<file path="src/rtl/multicycle_controller.sv">
// Multicycle instruction-phase controller: fetch/decode/execute/memory/writeback/PC sequencing
// with a memory-wait watchdog. Define PERF_COUNT_EN to add retired/stall performance counters.
module multicycle_controller #(
  parameter int MEM_TIMEOUT = 16,
  parameter int CNT_W       = 8
) (
  input  logic       clk,
  input  logic       rstn,
  input  logic       run,
  input  logic [2:0] opClass,
  input  logic       memReady,
  output logic [2:0] state,
  output logic       irWriteEnable,
  output logic       regsWriteEnable,
  output logic       memReadEnable,
  output logic       memWriteEnable,
  output logic       pcWriteEnable,
  output logic       busy,
  output logic       illegalOp,
`ifdef PERF_COUNT_EN
  output logic       memTimeout,
  output logic [31:0] retiredCount,
  output logic [31:0] stallCount
`else
  output logic       memTimeout
`endif
);

  typedef enum logic [2:0] {
    S_IDLE   = 3'd0,
    S_FETCH  = 3'd1,
    S_DECODE = 3'd2,
    S_EXEC   = 3'd3,
    S_MEMRD  = 3'd4,
    S_MEMWR  = 3'd5,
    S_WB     = 3'd6,
    S_PCUPD  = 3'd7
  } state_e;

  localparam logic [2:0] OP_ALU    = 3'd0;
  localparam logic [2:0] OP_LOAD   = 3'd1;
  localparam logic [2:0] OP_STORE  = 3'd2;
  localparam logic [2:0] OP_BRANCH = 3'd3;
  localparam logic [2:0] OP_JUMP   = 3'd4;

  localparam logic [CNT_W-1:0] WAIT_LAST = CNT_W'(MEM_TIMEOUT - 1);

  state_e           state_q, state_d;
  logic [2:0]       op_q, op_d;
  logic [CNT_W-1:0] cnt_q, cnt_d;
  logic             illegal_q, illegal_d;
  logic             timeout_q, timeout_d;

  logic             waiting;
  logic             wait_expired;
  logic [CNT_W-1:0] cnt_inc;

  always_ff @(posedge clk or negedge rstn) begin
    if (!rstn) begin
      state_q   <= S_IDLE;
      op_q      <= OP_ALU;
      cnt_q     <= '0;
      illegal_q <= 1'b0;
      timeout_q <= 1'b0;
    end else begin
      state_q   <= state_d;
      op_q      <= op_d;
      cnt_q     <= cnt_d;
      illegal_q <= illegal_d;
      timeout_q <= timeout_d;
    end
  end

  // memReady on the expiring cycle still completes the access normally
  always_comb begin
    waiting      = (state_q == S_FETCH) || (state_q == S_MEMRD) || (state_q == S_MEMWR);
    wait_expired = waiting && !memReady && (cnt_q == WAIT_LAST);
    cnt_inc      = (cnt_q == {CNT_W{1'b1}}) ? cnt_q : cnt_q + 1'b1;
  end

  always_comb begin
    state_d   = state_q;
    op_d      = op_q;
    cnt_d     = cnt_q;
    illegal_d = illegal_q;
    timeout_d = timeout_q;

    unique case (state_q)
      S_IDLE: begin
        if (run && !illegal_q && !timeout_q) begin
          state_d = S_FETCH;
          cnt_d   = '0;
        end
      end

      S_FETCH, S_MEMRD, S_MEMWR: begin
        if (memReady) begin
          cnt_d = '0;
          if (state_q == S_FETCH)      state_d = S_DECODE;
          else if (state_q == S_MEMRD) state_d = S_WB;
          else                         state_d = S_PCUPD;
        end else if (wait_expired) begin
          cnt_d     = '0;
          timeout_d = 1'b1;
          state_d   = S_IDLE;
        end else begin
          cnt_d = cnt_inc;
        end
      end

      S_DECODE: begin
        if (opClass <= OP_JUMP) begin
          op_d    = opClass;
          state_d = S_EXEC;
        end else begin
          illegal_d = 1'b1;
          state_d   = S_IDLE;
        end
      end

      S_EXEC: begin
        cnt_d = '0;
        unique case (op_q)
          OP_LOAD:   state_d = S_MEMRD;
          OP_STORE:  state_d = S_MEMWR;
          OP_BRANCH: state_d = S_PCUPD;
          default:   state_d = S_WB;
        endcase
      end

      S_WB: state_d = S_PCUPD;

      S_PCUPD: begin
        cnt_d   = '0;
        state_d = run ? S_FETCH : S_IDLE;
      end

      default: state_d = S_IDLE;
    endcase
  end

  always_comb begin
    irWriteEnable   = 1'b0;
    regsWriteEnable = 1'b0;
    memReadEnable   = 1'b0;
    memWriteEnable  = 1'b0;
    pcWriteEnable   = 1'b0;
    unique case (state_q)
      S_FETCH: begin
        memReadEnable = 1'b1;
        irWriteEnable = memReady;
      end
      S_MEMRD: memReadEnable   = 1'b1;
      S_MEMWR: memWriteEnable  = 1'b1;
      S_WB:    regsWriteEnable = 1'b1;
      S_PCUPD: pcWriteEnable   = 1'b1;
      default: ;
    endcase
  end

  assign state      = state_q;
  assign busy       = (state_q != S_IDLE);
  assign illegalOp  = illegal_q;
  assign memTimeout = timeout_q;

`ifdef PERF_COUNT_EN
  logic [31:0] retired_q, retired_d;
  logic [31:0] stall_q, stall_d;

  always_comb begin
    retired_d = retired_q;
    stall_d   = stall_q;
    if (state_q == S_PCUPD) retired_d = retired_q + 32'd1;
    if (waiting && !memReady) stall_d = stall_q + 32'd1;
  end

  always_ff @(posedge clk or negedge rstn) begin
    if (!rstn) begin
      retired_q <= '0;
      stall_q   <= '0;
    end else begin
      retired_q <= retired_d;
      stall_q   <= stall_d;
    end
  end

  assign retiredCount = retired_q;
  assign stallCount   = stall_q;
`endif

endmodule

</file>
<file path="config.mk">
export PLATFORM = sky130hd
export DESIGN_NAME = multicycle_controller
export DESIGN_NICKNAME = d
export VERILOG_FILES = /design/src/rtl/multicycle_controller.sv
export SDC_FILE = /design/constraint.sdc
export NUM_CORES = 1
export LEC_CHECK = 0
export CORE_AREA = 2 2 48 50
export CTS_CLUSTER_SIZE = 14
export DETAILED_ROUTE_END_ITERATION = 12
export DIE_AREA = 0 0 50 52
export GPL_TIMING_DRIVEN = 0
export HOLD_SLACK_MARGIN = 0.02
export PLACE_DENSITY = 0.74
export RECOVER_POWER = 25
export SLEW_MARGIN = 30
export SYNTH_ARGS = -nofsm -noshare
export SYNTH_HDL_FRONTEND = slang
export SYNTH_SLANG_ARGS = --single-unit
</file>
<file path="constraint.sdc">
create_clock -name clk -period 1.9 [get_ports clk]
set_input_delay 0.285 -clock clk [delete_from_list [all_inputs] [get_ports clk]]
set_output_delay 0.285 -clock clk [all_outputs]
set_load 0.005 [all_outputs]
</file>
# Word level (Yosys, flattened, before mapping)

Cells that the tools add are included.

Bits in registers: 16
Input bits: 7
Output and inout bits: 11

Add/subtract/negate cells: 1
$lt $le $gt $ge: 1
Equality and inequality tests: 15
Muxes and demuxes: 19
Bitwise operators: 2
Reductions and logical operators: 20

Operators with widths:

| cell                                                   | count |
|---|---|
| 2-to-1 mux 8 bit                                       | 4 |
| case mux 8 bit (3 select lines)                        | 1 |
| case mux 3 bit (6 select lines)                        | 1 |
| equality test 3 x 2 -> 1 bit (second input constant)   | 4 |
| equality test 3 bit (second input constant)            | 4 |
| 2-to-1 mux 3 bit                                       | 4 |
| adder 8 x 1 -> 8 bit (second input constant)           | 1 |
| equality test 8 x 4 -> 1 bit (second input constant)   | 1 |
| equality test 8 bit (second input constant)            | 1 |
| 2-to-1 mux 1 bit                                       | 7 |
| equality test 3 x 1 -> 1 bit (second input constant)   | 2 |
| case mux 2 bit (3 select lines)                        | 1 |
| AND reduction 2 bit                                    | 3 |
| AND reduction 3 bit                                    | 2 |
| nonzero test 3 bit                                     | 2 |
| logical AND 1 bit                                      | 4 |
| != test 4 bit (second input constant)                  | 1 |
| OR reduction 2 bit                                     | 2 |
| less-or-equal comparator 3 bit (second input constant) | 1 |
| zero test 1 bit                                        | 3 |
| zero test 3 bit                                        | 1 |
| != test 3 bit (second input constant)                  | 1 |
| OR reduction 3 bit                                     | 1 |
| logical OR 1 bit                                       | 2 |
| other kinds (3)                                        | 4 |

# Longest topological paths before layout

Depth in word-level cells: 8
Gate-level depth with buffers: 5
Depth with buffers taken out: 5

# Least setup slack after synthesis

OpenSTA, ideal clock, no wires.

Path type: register to register
From: reg cnt_q[0]
To: reg cnt_q[1]
Arrival: 1424 ps
Setup slack: 396 ps
Stages on the path, launching flop included: 6
Path buffers: 0
Period minus slack after synthesis: 1504 ps
Path through: dfrtp_1 -> ha_1 -> nand3_1 -> nor4_4 -> a221oi_4 -> mux2i_1

Word-level cells in the longest chain between the ends: 5
Elaborated cells between the ends (all ways): 10
Classes of those cells: add/sub: 1; eq/ne: 3; mux: 4; reduce/logical: 2

RTL lines:

| what                                                                 | RTL line | text |
|---|---|---|
| start: declaration                                                   | 50       | `logic [CNT_W-1:0] cnt_q, cnt_d;` |
| start signal: assignment                                             | 68       | `cnt_q <= cnt_d;` |
| adder 8 x 1 -> 8 bit or equality test 8 x 4 -> 1 bit (tied branches) | 78, 77   |  |
| 2-to-1 mux 8 bit or logical AND 1 bit (tied branches)                | 78, 77   |  |
| 2-to-1 mux 8 bit                                                     | 102      | `end else if (wait_expired) begin` |
| 2-to-1 mux 8 bit                                                     | 97       | `if (memReady) begin` |
| case mux 8 bit (3 select lines)                                      | 88       | `unique case (state_q)` |

Parallel ways exist; a longest one is shown, timed or not. The select of a mux whose other input is x is not followed.
A chain may end at the register's enable or synchronous reset.

# Final worst setup path

From: reg state_q[0], in the netlist state[0]
To: out busy

Word-level cells in the longest chain between the ends: 1

RTL lines:

| what                     | RTL line | text |
|---|---|---|
| start: declaration       | 48       | `state_e state_q, state_d;` |
| start signal: assignment | 66       | `state_q <= state_d;` |
| nonzero test 3 bit       | 162      | `assign busy = (state_q != S_IDLE);` |
| end: declaration         | 18       | `output logic busy,` |

Every way passes these cells.

==> impl_metrics.yaml <==
yosys:
  synth.net_count: 110
  synthCells: 102
  async_reset_ff_share_pct: 100.0
  ys_seq_elements: 16
  synth_edf_count: 0
  synth.distinct_cells: 45
  ys_warn_count: 0
  avgSynthCellArea_um2: 10.07
  ys.flop_type: "dfrtp_1"
  yosysSeqAreaShare_pct: 38.98
  netlist_area_mm2: 0.001027
global_route:
  grt_pass1_vias: 970
  antenna_found_initial: 0
  grt_max_degree: 17
  track_usage_pct: 21.00
  grt_pass1_wl_mm: 4.195
  grt_overflow: 0
place:
  numPortBuffers: 17
  dp.cells: 147
  gp_congestion: 0.8314
  pre_cts_ws_ns: -0.2162
  dp_hpwl_mm: 1.675
floorplanning:
  ios: 18
  num_rows: 17
  start_util_pct: 48.78
  die_area_mm2: 0.002600
  fp.coreArea_mm2: 0.002106
  die_h_um: 52
  die_w_um: 50
sta:
  finalHoldViolCount: 0
  fin_ws_ns: 0.04515
  setup-violations-final: 0
  whs_ns: 0.4747
  period_share_pct: 97.62
  relSlewSlack_pct: 52.25
  fin_skew_ns: 0.008648
  report.final.slew_viol_count: 0
  fmax_ghz: 0.5391
  finalCriticalPeriod_ns: 1.855
  tightest_slew_ns: 0.7139
pwr:
  power_mw: 1.819
  pwr-share-comb_pct: 58.7
  pwr-share-seq_pct: 28.7
  power.density_mw_per_mm2: 1381
  internal-power_mw: 1.119
  power.share.clock_pct: 12.6
  p_leak_nw: 0.5542
  p_sw_mw: 0.7000
  switching_share_pct: 38.48
  ir_drop_uv: 926.0
worst_hold_path:
  hold_class: "primary input to async pin"
setup_path:
  crit_required_ns: 1.62
  reg2reg_slack_ns: 0.14
  path_max_fanout: 3
  worstReg2RegEnd: "cnt_q[1]"
  rr_startpoint: "state[2]"
  critPathMaxStageDelay_ns: 0.49
  cp_num_buf_inv: 2
  critPathTopFamily: "simple AND/OR/NAND/NOR gates"
  critical_path.cell_chain: "buf_4 > or3_2 > clkdlybuf4s15_1"
  path_class: "flop to primary output"
  endpoint_kind: "primary output"
  critical-path-slowest-cell: "or3_2"
  reg2regPathDepth: 5
  arrival_ns: 1.57
  cp-start-kind: "flop"
clock_tree:
  cts_buffer_depth: 2
  clk_latency_ns: 0.29
  path_clk_slew_ns: 0.10
  cts.sinks: 16
  cts_buffers: 3
  cts_htree_levels: 1
  cts-root-buf: "clkbuf_4"
  cts_tree: "done"
drt:
  drtAntennaViolNets: 0
  drc_errors: 0
  viasPerCell: 5.854
  vias: 919
  first_iter_violations: 14
  wire_per_inst_um: 14.97
  first_pass_iters: 4
  wl_mm: 2.350
layout:
  layout-drive-gt1-share_pct: 23.26
  fillers: 174
  synthToLayoutAreaGrowth_pct: 28.26
  diodes: 0
  fin_util_pct: 62.57
  layout.nets: 138
  layout.cells.non_filler: 157
status:
  status: "finished clean"
run:
  cap_violations: 0
## sequential cells by signal, summed over array words and instances, names as in the netlist
| register | cells |
|---|---|
| cnt_q | 8 |
| op_q | 3 |
| memTimeout | 1 |
| illegalOp | 1 |
| state | 3 |
## placed cells by master, fill, tap and decap left out, types with 3 or more instances in the layout
cell type        count
a21oi_1              6
inv_1                6
clkbuf_4             3
dfrtp_1             14
dlygate4sd2_1        5
clkdlybuf4s50_1     10
o21ai_0              7
nand3_1              8
nand2_1              4
buf_4                7
nor2_1               4
and3_1               3
buf_6                3
o211ai_1             3
## stage by stage
step | setup TNS (ns) | cell area (µm²)
floorplan | 0 | 1027
global placement | -0.1850 | 1232
detailed placement | -0.2650 | 1232
CTS | 0 | 1310
global route | -0.001746 | 1318
finish | 0 | 1318
## cell usage after synthesis, types with 2 or more instances
library cell  instances  area, µm²
nand2b_1              2      12.51
mux2i_1               2      20.02
and2_1                2      12.51
nor2_1                4      15.01
dfrtp_1              16      400.4
nand2_1               4      15.01
inv_1                 6      22.52
nand3_1               8      40.04
and3_1                3      18.77
o21ai_0               7      35.03
o211ai_1              3      22.52
and3_2                2      15.01
xnor2_1               2      17.52
buf_6                 3      33.78
o21bai_1              2      15.01
a21oi_1               6      30.03
mux2_2                2      22.52
## timing repair
action,CTS,global route
hold buffers,0,0
setup endpoints to repair,6,1
resized for setup,11,0
pin swaps,0,0
setup buffers,5,1
## power by group through the flow
stage	registers (mW)	clock network, mW	logic, mW
final	0.521	0.230	1.07
after global routing	0.536	0.244	1.17
after CTS	0.519	0.235	1.06
after detailed placement	0.548	0	0.956
after global placement	0.543	0	0.929
after floorplan	0.532	0	0.644
## layer usage
metal  track usage (%)  share of wire [%]  wire length, µm
met1             26.45                 45             1047
met2             36.18                 51             1194
met3             2.011                2.8               66
met4             9.722                1.8               42
met5                 0                  0                0
## cell families (layout without fill, tap and decap cells)
logic type | after synthesis | in the layout | synth area share, %
simple gates | 41 | 41 | 27.16
compound gates | 27 | 27 | 19.73
flops | 16 | 16 | 38.98
buf+inv | 10 | 37 | 6.212
mux | 4 | 4 | 4.141
xor+xnor | 3 | 3 | 2.558
fa+ha+maj | 1 | 1 | 1.218
## area by class of cell
class / count / area (µm²) / share of cell area (%)
multi-input cells: 76 / 570.5 / 43.30
clock buffers: 4 / 36.28 / 2.754
plain buffers: 4 / 41.29 / 3.134
repair buffers: 23 / 209.0 / 15.86
well taps: 28 / 35.03 / 2.659
inverters: 6 / 22.52 / 1.709
flip-flops and latches: 16 / 402.9 / 30.58
## worst max-delay path by stage
stage | depth (start not counted) | endpoint | start | slack [ns]
6_report | 3 | busy | state[0] | 0.05
5_1_grt | 4 | pcWriteEnable | state[1] | -0.002
3_5_place_dp | 3 | irWriteEnable | memReady | -0.22
4_1_cts | 3 | busy | state[0] | 0.05
3_3_place_gp | 3 | irWriteEnable | memReady | -0.18
2_1_floorplan | 5 | cnt_q[1] | cnt_q[0] | 0.40
## worst reg2reg max path, cell delays in order, from the launching register on
cell,delay (ns)
dfrtp_2,0.43
buf_4,0.16
nor2_4,0.25
nor4_4,0.11
a221oi_4,0.49
mux2i_1,0.24
(Power assumes the default switching activity.)
